## config.mk

```make
export PLATFORM = sky130hd
export DESIGN_NAME = rle_expander_flat
export DESIGN_NICKNAME = d
export VERILOG_FILES = /design/src/rtl/rle_expander_if.sv /design/src/rtl/rle_expander.sv /design/src/flat_wrapper.sv
export SDC_FILE = /design/constraint.sdc
export NUM_CORES = 1
export LEC_CHECK = 0
export BUFFER_PORTS_ARGS = -buffer_cell sky130_fd_sc_hd__buf_2
export CORE_MARGIN = 1.5
export CORE_UTILIZATION = 33
export DETAILED_ROUTE_END_ITERATION = 16
export GPL_ROUTABILITY_DRIVEN = 0
export PLACE_DENSITY = 0.56
export SLEW_MARGIN = 15
export SYNTH_ARGS = -nofsm -noshare
export SYNTH_HDL_FRONTEND = slang
export SYNTH_SLANG_ARGS = --single-unit
```

## constraint.sdc

```tcl
create_clock -name clk -period 2.5 [get_ports clk]
set_clock_uncertainty 0.2 [all_clocks]
set_input_delay 0.125 -clock clk [delete_from_list [all_inputs] [get_ports clk]]
set_output_delay 0.125 -clock clk [all_outputs]
set_load 0.05 [all_outputs]
```

## src/rtl/rle_expander_if.sv

```systemverilog
// Record input and expanded-sample output handshakes of the RLE expander.
interface rle_expander_if;
  logic       rec_valid;
  logic       rec_ready;
  logic [7:0] rec_data;
  logic [7:0] rec_cnt;
  logic       rec_last;
  logic       out_valid;
  logic       out_ready;
  logic [7:0] out_data;
  logic       out_last;

  // Expander side: consumes records, produces samples.
  modport slave (
    input  rec_valid, rec_data, rec_cnt, rec_last, out_ready,
    output rec_ready, out_valid, out_data, out_last
  );

  // Environment side: produces records, consumes samples.
  modport master (
    output rec_valid, rec_data, rec_cnt, rec_last, out_ready,
    input  rec_ready, out_valid, out_data, out_last
  );
endinterface

```

## src/rtl/rle_expander.sv

```systemverilog
// Expands {sample, run count} records into one sample per handshake, holding
// an active run plus one pending record so consecutive runs have no bubble.
module rle_expander #(
  parameter int unsigned CNT_W = 24
) (
  input  logic             clk,
  input  logic             rst,
  input  logic             clr,
  input  logic             rle_en,
  rle_expander_if.slave    bus,
  output logic [CNT_W-1:0] sample_cnt,
  output logic             done
);

  localparam int unsigned DATA_W = 8;
  localparam int unsigned RCNT_W = 8;

  typedef enum logic [1:0] {S_EMPTY, S_RUN, S_FULL} state_t;

  typedef struct packed {
    logic [DATA_W-1:0] data;
    logic [RCNT_W-1:0] rem;
    logic              last;
  } run_t;

  typedef struct packed {
    logic [DATA_W-1:0] data;
    logic [RCNT_W-1:0] cnt;
    logic              rle;
    logic              last;
  } pend_t;

  state_t state_q, state_d;
  run_t   run_q, run_d;
  pend_t  pend_q, pend_d;
  pend_t  in_rec_c;
  logic   out_valid_q, out_valid_d;
  logic   out_last_q, out_last_d;
  logic   accept_c, consume_c, run_free_c;

  // RLE mode is latched per record here, so later RLE_EN changes cannot
  // affect runs already stored.
  function automatic run_t load_run(input pend_t r);
    run_t v;
    v.data = r.data;
    v.rem  = r.rle ? r.cnt : RCNT_W'(0);
    v.last = r.last;
    return v;
  endfunction

  // Pending slot occupied exactly in S_FULL; ready never depends on out_ready.
  assign bus.rec_ready = (state_q != S_FULL) && !rst && !clr;
  assign accept_c      = bus.rec_valid && bus.rec_ready;
  assign consume_c     = out_valid_q && bus.out_ready;
  assign run_free_c    = (state_q == S_EMPTY) || (consume_c && (run_q.rem == RCNT_W'(0)));
  assign in_rec_c      = {bus.rec_data, bus.rec_cnt, rle_en, bus.rec_last};

  assign bus.out_valid = out_valid_q;
  assign bus.out_data  = run_q.data;
  assign bus.out_last  = out_last_q;

  always_comb begin
    state_d = state_q;
    run_d   = run_q;
    pend_d  = pend_q;
    case (state_q)
      S_EMPTY: begin
        if (accept_c) begin
          run_d   = load_run(in_rec_c);
          state_d = S_RUN;
        end
      end
      S_RUN: begin
        if (run_free_c) begin
          if (accept_c) run_d = load_run(in_rec_c);
          else          state_d = S_EMPTY;
        end else begin
          if (consume_c) run_d.rem = RCNT_W'(run_q.rem - RCNT_W'(1));
          if (accept_c) begin
            pend_d  = in_rec_c;
            state_d = S_FULL;
          end
        end
      end
      S_FULL: begin
        if (run_free_c) begin
          run_d   = load_run(pend_q);
          state_d = S_RUN;
        end else if (consume_c) begin
          run_d.rem = RCNT_W'(run_q.rem - RCNT_W'(1));
        end
      end
      default: state_d = S_EMPTY;
    endcase
    out_valid_d = (state_d != S_EMPTY);
    out_last_d  = out_valid_d && run_d.last && (run_d.rem == RCNT_W'(0));
  end

  always_ff @(posedge clk) begin
    if (rst || clr) begin
      state_q     <= S_EMPTY;
      run_q       <= '0;
      pend_q      <= '0;
      out_valid_q <= 1'b0;
      out_last_q  <= 1'b0;
      sample_cnt  <= '0;
      done        <= 1'b0;
    end else begin
      state_q     <= state_d;
      run_q       <= run_d;
      pend_q      <= pend_d;
      out_valid_q <= out_valid_d;
      out_last_q  <= out_last_d;
      done        <= consume_c && out_last_q;
      if (consume_c && (sample_cnt != {CNT_W{1'b1}}))
        sample_cnt <= CNT_W'(sample_cnt + CNT_W'(1));
    end
  end

endmodule

```

## src/flat_wrapper.sv

```systemverilog
// flat-port wrapper written by rule: the top's interface ports become plain ports
module rle_expander_flat 
#(
  parameter int unsigned CNT_W = 24
)
  (clk, rst, clr, rle_en, sample_cnt, done, bus_rec_valid, bus_rec_data, bus_rec_cnt, bus_rec_last, bus_out_ready, bus_rec_ready, bus_out_valid, bus_out_data, bus_out_last);
  rle_expander_if bus_i ();
  input  logic clk;
  input  logic rst;
  input  logic clr;
  input  logic rle_en;
  output logic [CNT_W-1:0] sample_cnt;
  output logic done;
  input wire logic [$bits(bus_i.rec_valid)-1:0] bus_rec_valid;
  input wire logic [$bits(bus_i.rec_data)-1:0] bus_rec_data;
  input wire logic [$bits(bus_i.rec_cnt)-1:0] bus_rec_cnt;
  input wire logic [$bits(bus_i.rec_last)-1:0] bus_rec_last;
  input wire logic [$bits(bus_i.out_ready)-1:0] bus_out_ready;
  output wire logic [$bits(bus_i.rec_ready)-1:0] bus_rec_ready;
  output wire logic [$bits(bus_i.out_valid)-1:0] bus_out_valid;
  output wire logic [$bits(bus_i.out_data)-1:0] bus_out_data;
  output wire logic [$bits(bus_i.out_last)-1:0] bus_out_last;
  assign bus_i.rec_valid = bus_rec_valid;
  assign bus_i.rec_data = bus_rec_data;
  assign bus_i.rec_cnt = bus_rec_cnt;
  assign bus_i.rec_last = bus_rec_last;
  assign bus_i.out_ready = bus_out_ready;
  assign bus_rec_ready = bus_i.rec_ready;
  assign bus_out_valid = bus_i.out_valid;
  assign bus_out_data = bus_i.out_data;
  assign bus_out_last = bus_i.out_last;
  rle_expander #(.CNT_W(CNT_W)) u_core (.clk(clk), .rst(rst), .clr(clr), .rle_en(rle_en), .bus(bus_i), .sample_cnt(sample_cnt), .done(done));
endmodule
```

* Word level (Yosys, flattened, before mapping)
Index checks and enable logic that the tools add are counted.
Storage, ports and cells: flip-flop bits (word level) 64, input bits 23, output and inout bits 36, word-level logic and storage cells 58
Operators by class: $add $sub $neg 2, equality and inequality tests 6, muxes and demuxes 17, bitwise operators 1, reductions and logical operators 20
Operators by type and width (number):
- 8-bit 2-to-1 mux | 7
- 17-bit case mux with 3 select lines | 1
- 24-bit by 1-bit adder with 24-bit output (second input constant) | 1
- 24-bit inequality test (second input constant) | 1
- 17-bit 2-to-1 mux | 1
- 8-bit logical NOT | 2
- 2-bit 2-to-1 mux | 5
- 1-bit logical AND | 9
- 8-bit by 1-bit subtractor with 8-bit output (second input constant) | 1
- 2-bit case mux with 3 select lines | 1
- 3-bit AND reduction | 2
- 2-bit by 1-bit inequality test with 1-bit output (second input constant) | 2
- 3-bit nonzero test | 1
- 2-bit by 1-bit equality test with 1-bit output (second input constant) | 1
- 2-bit equality test (second input constant) | 1
- 1-bit logical NOT | 2
- 2-bit logical NOT | 1
- 1-bit logical OR | 2
- 1-bit 2-to-1 mux | 2
- 2-bit inequality test (second input constant) | 1
- 2-bit nonzero test | 1
- 1-bit NOT | 1

* Logic depth before layout (Yosys ltp)
depth after elaboration 10, depth in mapped cells 10, depth with buffers taken out 9

* Worst setup path after synthesis
OpenSTA, ideal clock, no wires.
kind reg-to-reg, start reg u_core.out_valid_q, in the netlist u_core.bus.out_valid, end reg u_core.out_last_q, in the netlist u_core.bus.out_last, library setup time 0.092 ns, data arrival time 2.386 ns, required time 2.208 ns, slack -0.178 ns, cell stages (with the launch flop) 9, buffers on the path 1, period minus slack after synthesis 2.678 ns, cell sequence dfxtp_1 > and3b_1 > clkbuf_1 > a31oi_1 > a2111oi_2 > nor3_1 > nor4b_1 > nand4_1 > nor4_1
Between the ends: word-level cells in the longest chain between the ends 8, elaborated cells between the ends (all ways) 16, those cells by class mux: 9; reduce/logical: 7
RTL lines:
- start: declaration | RTL line rle_expander.sv:37 | logic out_valid_q, out_valid_d;
- start signal: assignment | RTL line rle_expander.sv:112 | out_valid_q <= out_valid_d;
- 1-bit logical AND (*) | RTL line rle_expander.sv:54 | assign consume_c = out_valid_q && bus.out_ready;
- 1-bit logical AND | RTL line rle_expander.sv:55 | assign run_free_c = (state_q == S_EMPTY) || (consume_c && (run_q.rem == RCNT_W'(0)));
- 1-bit logical OR | RTL line rle_expander.sv:55
- 2-bit 2-to-1 mux (on tied branches) | RTL line rle_expander.sv:86, rle_expander.sv:74
- 2-bit case mux with 3 select lines | RTL line rle_expander.sv:66 | case (state_q)
- 2-bit nonzero test | RTL line rle_expander.sv:95 | out_valid_d = (state_d != S_EMPTY);
- 1-bit logical AND | RTL line rle_expander.sv:96 | out_last_d = out_valid_d && run_d.last && (run_d.rem == RCNT_W'(0));
- 1-bit logical AND (*) | RTL line rle_expander.sv:96
- end signal: assignment | RTL line rle_expander.sv:113 | out_last_q <= out_last_d;
- end: declaration | RTL line rle_expander.sv:38 | logic out_last_q, out_last_d;
Mark *: on every way between the ends. The rest lies on a longest branch, timed or not. A chain may end at the register's enable or synchronous reset.

* Worst setup path after layout
start reg u_core.run_q[4] (netlist bit), end reg u_core.run_q[1] (netlist bit)
Between the ends: word-level cells in the longest chain between the ends 5, elaborated cells between the ends (all ways) 6, those cells by class mux: 3; reduce/logical: 3
RTL lines:
- start: declaration | RTL line rle_expander.sv:34 | run_t run_q, run_d;
- start signal: assignment | RTL line rle_expander.sv:110 | run_q <= run_d;
- 8-bit logical NOT (*) | RTL line rle_expander.sv:55
- 1-bit logical AND (*) | RTL line rle_expander.sv:55
- 1-bit logical OR (*) | RTL line rle_expander.sv:55
- 8-bit 2-to-1 mux (on tied branches) | RTL line rle_expander.sv:86, rle_expander.sv:74
- 17-bit case mux with 3 select lines (*) | RTL line rle_expander.sv:66
Marks and branches as above.

==> flow_summary.json <==
{
  "grt_pass1_vias": 3446,
  "path_cells": "or4_4 > nor3_4 > nor3_2 > or4_1 > o31ai_2 > and2_1",
  "synth_ff_type": "dfxtp_1",
  "clock.fmax_mhz": 407,
  "yosysSeqAreaShare_pct": 37.6,
  "grt-ovfl-total": 0,
  "synthMuxAreaShare_pct": 0.588,
  "cp_data_arrival_time_ns": 2.54,
  "fin_util_pct": 46.3,
  "synth_compound_area_share_pct": 17.4,
  "io_pins": 59,
  "critPathKind": "flip-flop to flip-flop",
  "clk_path_buf_depth": 2,
  "post_synth_and_or_nand_nor_area_fraction_pct": 30.8,
  "detail-route-antenna-nets": 0,
  "cts_tree": "yes",
  "r2r_setup_slack_ns": 0.05,
  "cts-root-buf": "clkbuf_8",
  "tightest_slew_ns": 0.615,
  "wl_per_cell_um": 15.1,
  "antenna_found_initial": 0,
  "drtIter0Drc": 329,
  "num_vias": 3602,
  "first_pass_iters": 6,
  "relSlewSlack_pct": 59.0,
  "cts.clk_slew.worst_paths_ns": 0.07,
  "final_nets": 575,
  "ys_ff_latch": 64,
  "preCtsSetupSlack_ns": -0.187,
  "syn_to_final_growth_pct": 34.8,
  "ctsHtreeMaxLevel": 3,
  "rsz0062_at_grt": "yes",
  "async_flop_share_pct": 0,
  "die_h_um": 105,
  "fp.dieW_um": 105,
  "drive_above_1_share_pct": 26.7,
  "synth.distinct_cells": 58,
  "period_needed_ns": 2.45,
  "final_cell_mix": "nand2_1, dfxtp_1, buf_2",
  "ir_drop_v": 0.000251,
  "synth_top_family_by_area": "simple AND/OR/NAND/NOR gates",
  "route.detailed.drc": 0,
  "hold_path_class": "input pin to flip-flop",
  "setup_viol": 0,
  "rr_endpoint": "u_core.run_q[1]$_SDFF_PP0_",
  "tns_ns": 0,
  "final_common_cell": "nand2_1",
  "slowest_stage": "or4_4",
  "antennaDiodeCount": 0,
  "fp.dieArea_mm2": 0.0109,
  "slew_violations": 0,
  "grt_pass1_wl_um": 17000,
  "reg2reg_depth": 6,
  "postSynthCellCount": 444,
  "synth_warnings": 0,
  "start_util_pct": 34.4,
  "core_area_mm2": 0.00991,
  "synth_nets": 470,
  "synth_adder_area_share_pct": 1.40,
  "numPortBuffers": 58,
  "cp_slowest_stage_delay_ns": 0.62,
  "cts_inserted_buffers": 9,
  "p_leak_nw": 1.78,
  "total_power_mw": 2.29,
  "cp-end-kind": "flip-flop",
  "wirelength_um": 10400,
  "cp_max_fo": 5,
  "syn_area_mm2": 0.00341,
  "rows": 36,
  "drt-vias-per-instance": 5.24,
  "synth-xor-area-share_pct": 5.91,
  "status": "finished clean",
  "fin_hold_ws_ns": 0.0181,
  "cts_sinks": 64,
  "cap_violations": 0,
  "fin_ws_ns": 0.0451,
  "crit_required_ns": 2.58,
  "grt_util_all_layers_pct": 19.2,
  "grt_max_degree": 58,
  "min_period_over_period_pct": 98.2,
  "clk_latency_ns": 0.34,
  "hold_viol_final": 0,
  "avgSynthCellArea_um2": 7.67,
  "cp-startpoint": "u_core.run_q[4]$_SDFF_PP0_",
  "start_kind": "flip-flop",
  "synth-edff-count": 0,
  "dp_hpwl_um": 7350,
  "endpoint": "u_core.run_q[1]$_SDFF_PP0_",
  "pwr_density_cell_mw_per_mm2": 499,
  "reg2reg_from": "u_core.run_q[4]$_SDFF_PP0_"
}
[flip-flops by register name, indices dropped and copies added (netlist names)]
register,cells
u_core.bus.out_data,8
u_core.sample_cnt,24
u_core.bus.out_valid,1
u_core.state_q,2
u_core.run_q,9
u_core.bus.out_last,1
u_core.done,1
u_core.pend_q,18
[worst max-delay path, delay by kind of cell, from the launching register on]
family             cells  cell delay [ns]
AOI/OAI and AO/OA      1             0.12
and+or+nand+nor        5             1.73
DFF                    1             0.35
[kinds of logic after synthesis]
group,count (synthesis)
adder cells (fa/ha/maj),4
XOR/XNOR,23
AND/OR/NAND/NOR,215
AO/OA/AOI/OAI,90
buffers and inverters,46
flip-flops,64
multiplexers,2
[synthesized netlist by cell type, types with 2 or more instances]
| cell type | count | area, µm² |
|---|---|---|
| nand2_1 | 70 | 263 |
| dfxtp_1 | 64 | 1280 |
| nor2_1 | 56 | 210 |
| a21oi_1 | 38 | 190 |
| xnor2_1 | 21 | 184 |
| clkbuf_1 | 20 | 75.1 |
| nand3_1 | 17 | 85.1 |
| nor3_1 | 14 | 70.1 |
| inv_1 | 11 | 41.3 |
| nand4_1 | 11 | 68.8 |
| o21ai_0 | 11 | 55.1 |
| a222oi_1 | 8 | 80.1 |
| buf_4 | 8 | 60.1 |
| and2_1 | 6 | 37.5 |
| and3_1 | 6 | 37.5 |
| nor4_1 | 6 | 37.5 |
| a31oi_1 | 5 | 31.3 |
| a211oi_1 | 4 | 30.0 |
| buf_2 | 4 | 20.0 |
| or3_1 | 4 | 25.0 |
| or4_1 | 4 | 30.0 |
| and4_1 | 3 | 26.3 |
| ha_1 | 3 | 37.5 |
| nor2b_1 | 3 | 18.8 |
| o2111ai_1 | 3 | 26.3 |
| o22ai_1 | 3 | 18.8 |
| o31ai_1 | 3 | 22.5 |
| or2_2 | 3 | 18.8 |
| a21o_1 | 2 | 15.0 |
| mux2i_1 | 2 | 20.0 |
| nand2b_1 | 2 | 12.5 |
| nor3_2 | 2 | 20.0 |
| xor2_1 | 2 | 17.5 |
[cell type report]
type	instances	area [µm²]
inverters	12	45.0
flip-flops and latches	64	1290
repair buffers	128	903
multi-input cells	334	1980
clock inverters	6	83.8
fillers	1016	5320
clock buffers	10	128
well taps	133	166
[metrics by stage]
stage	cell area, µm²	cells
after floorplan	3410	444
after global placement	4100	650
after detailed placement	4100	650
after CTS	4540	686
after global routing	4590	687
final	4590	687
[metal layers]
| layer | vias to the layer above | global-route usage [%] | share of wire (%) |
|---|---|---|---|
| met3 | 21 | 4.24 | 5.4 |
| met5 | - | 0 | 0 |
| met1 | 1681 | 24.6 | 45 |
| met2 | 115 | 31.0 | 47 |
| li1 | 1785 | - | - |
| met4 | 0 | 8.32 | 2.1 |
[repair_timing]
action,in CTS,in global routing
setup buffers,0,1
cloned,0,0
pin swaps,1,4
hold endpoints to repair,29,0
hold buffers,20,0
endpoints found under the setup margin,3,9
resized for setup,5,7
[power breakdown]
| group | total, mW | internal [mW] | switching (mW) |
|---|---|---|---|
| Combinational | 0.282 | 0.127 | 0.156 |
| Sequential | 1.04 | 1.03 | 0.00976 |
| Clock | 0.970 | 0.558 | 0.412 |
| Total | 2.29 | 1.71 | 0.577 |
[worst min path at each step]
stage | startpoint | endpoint | slack [ns] | depth (start not counted)
floorplan | bus_rec_cnt[6] | u_core.pend_q[8]$_SDFFE_PP0P_ | 0.06 | 2
global placement | bus_rec_cnt[5] | u_core.pend_q[7]$_SDFFE_PP0P_ | 0.18 | 3
detailed placement | bus_rec_cnt[5] | u_core.pend_q[7]$_SDFFE_PP0P_ | 0.19 | 3
CTS | clr | u_core.bus.out_valid$_SDFF_PP0_ | 0.0009 | 4
global route | clr | u_core.bus.out_valid$_SDFF_PP0_ | 0.03 | 4
finish | clr | u_core.run_q[8]$_SDFF_PP0_ | 0.02 | 3
No activity file was read; power rests on OpenSTA's default activity.
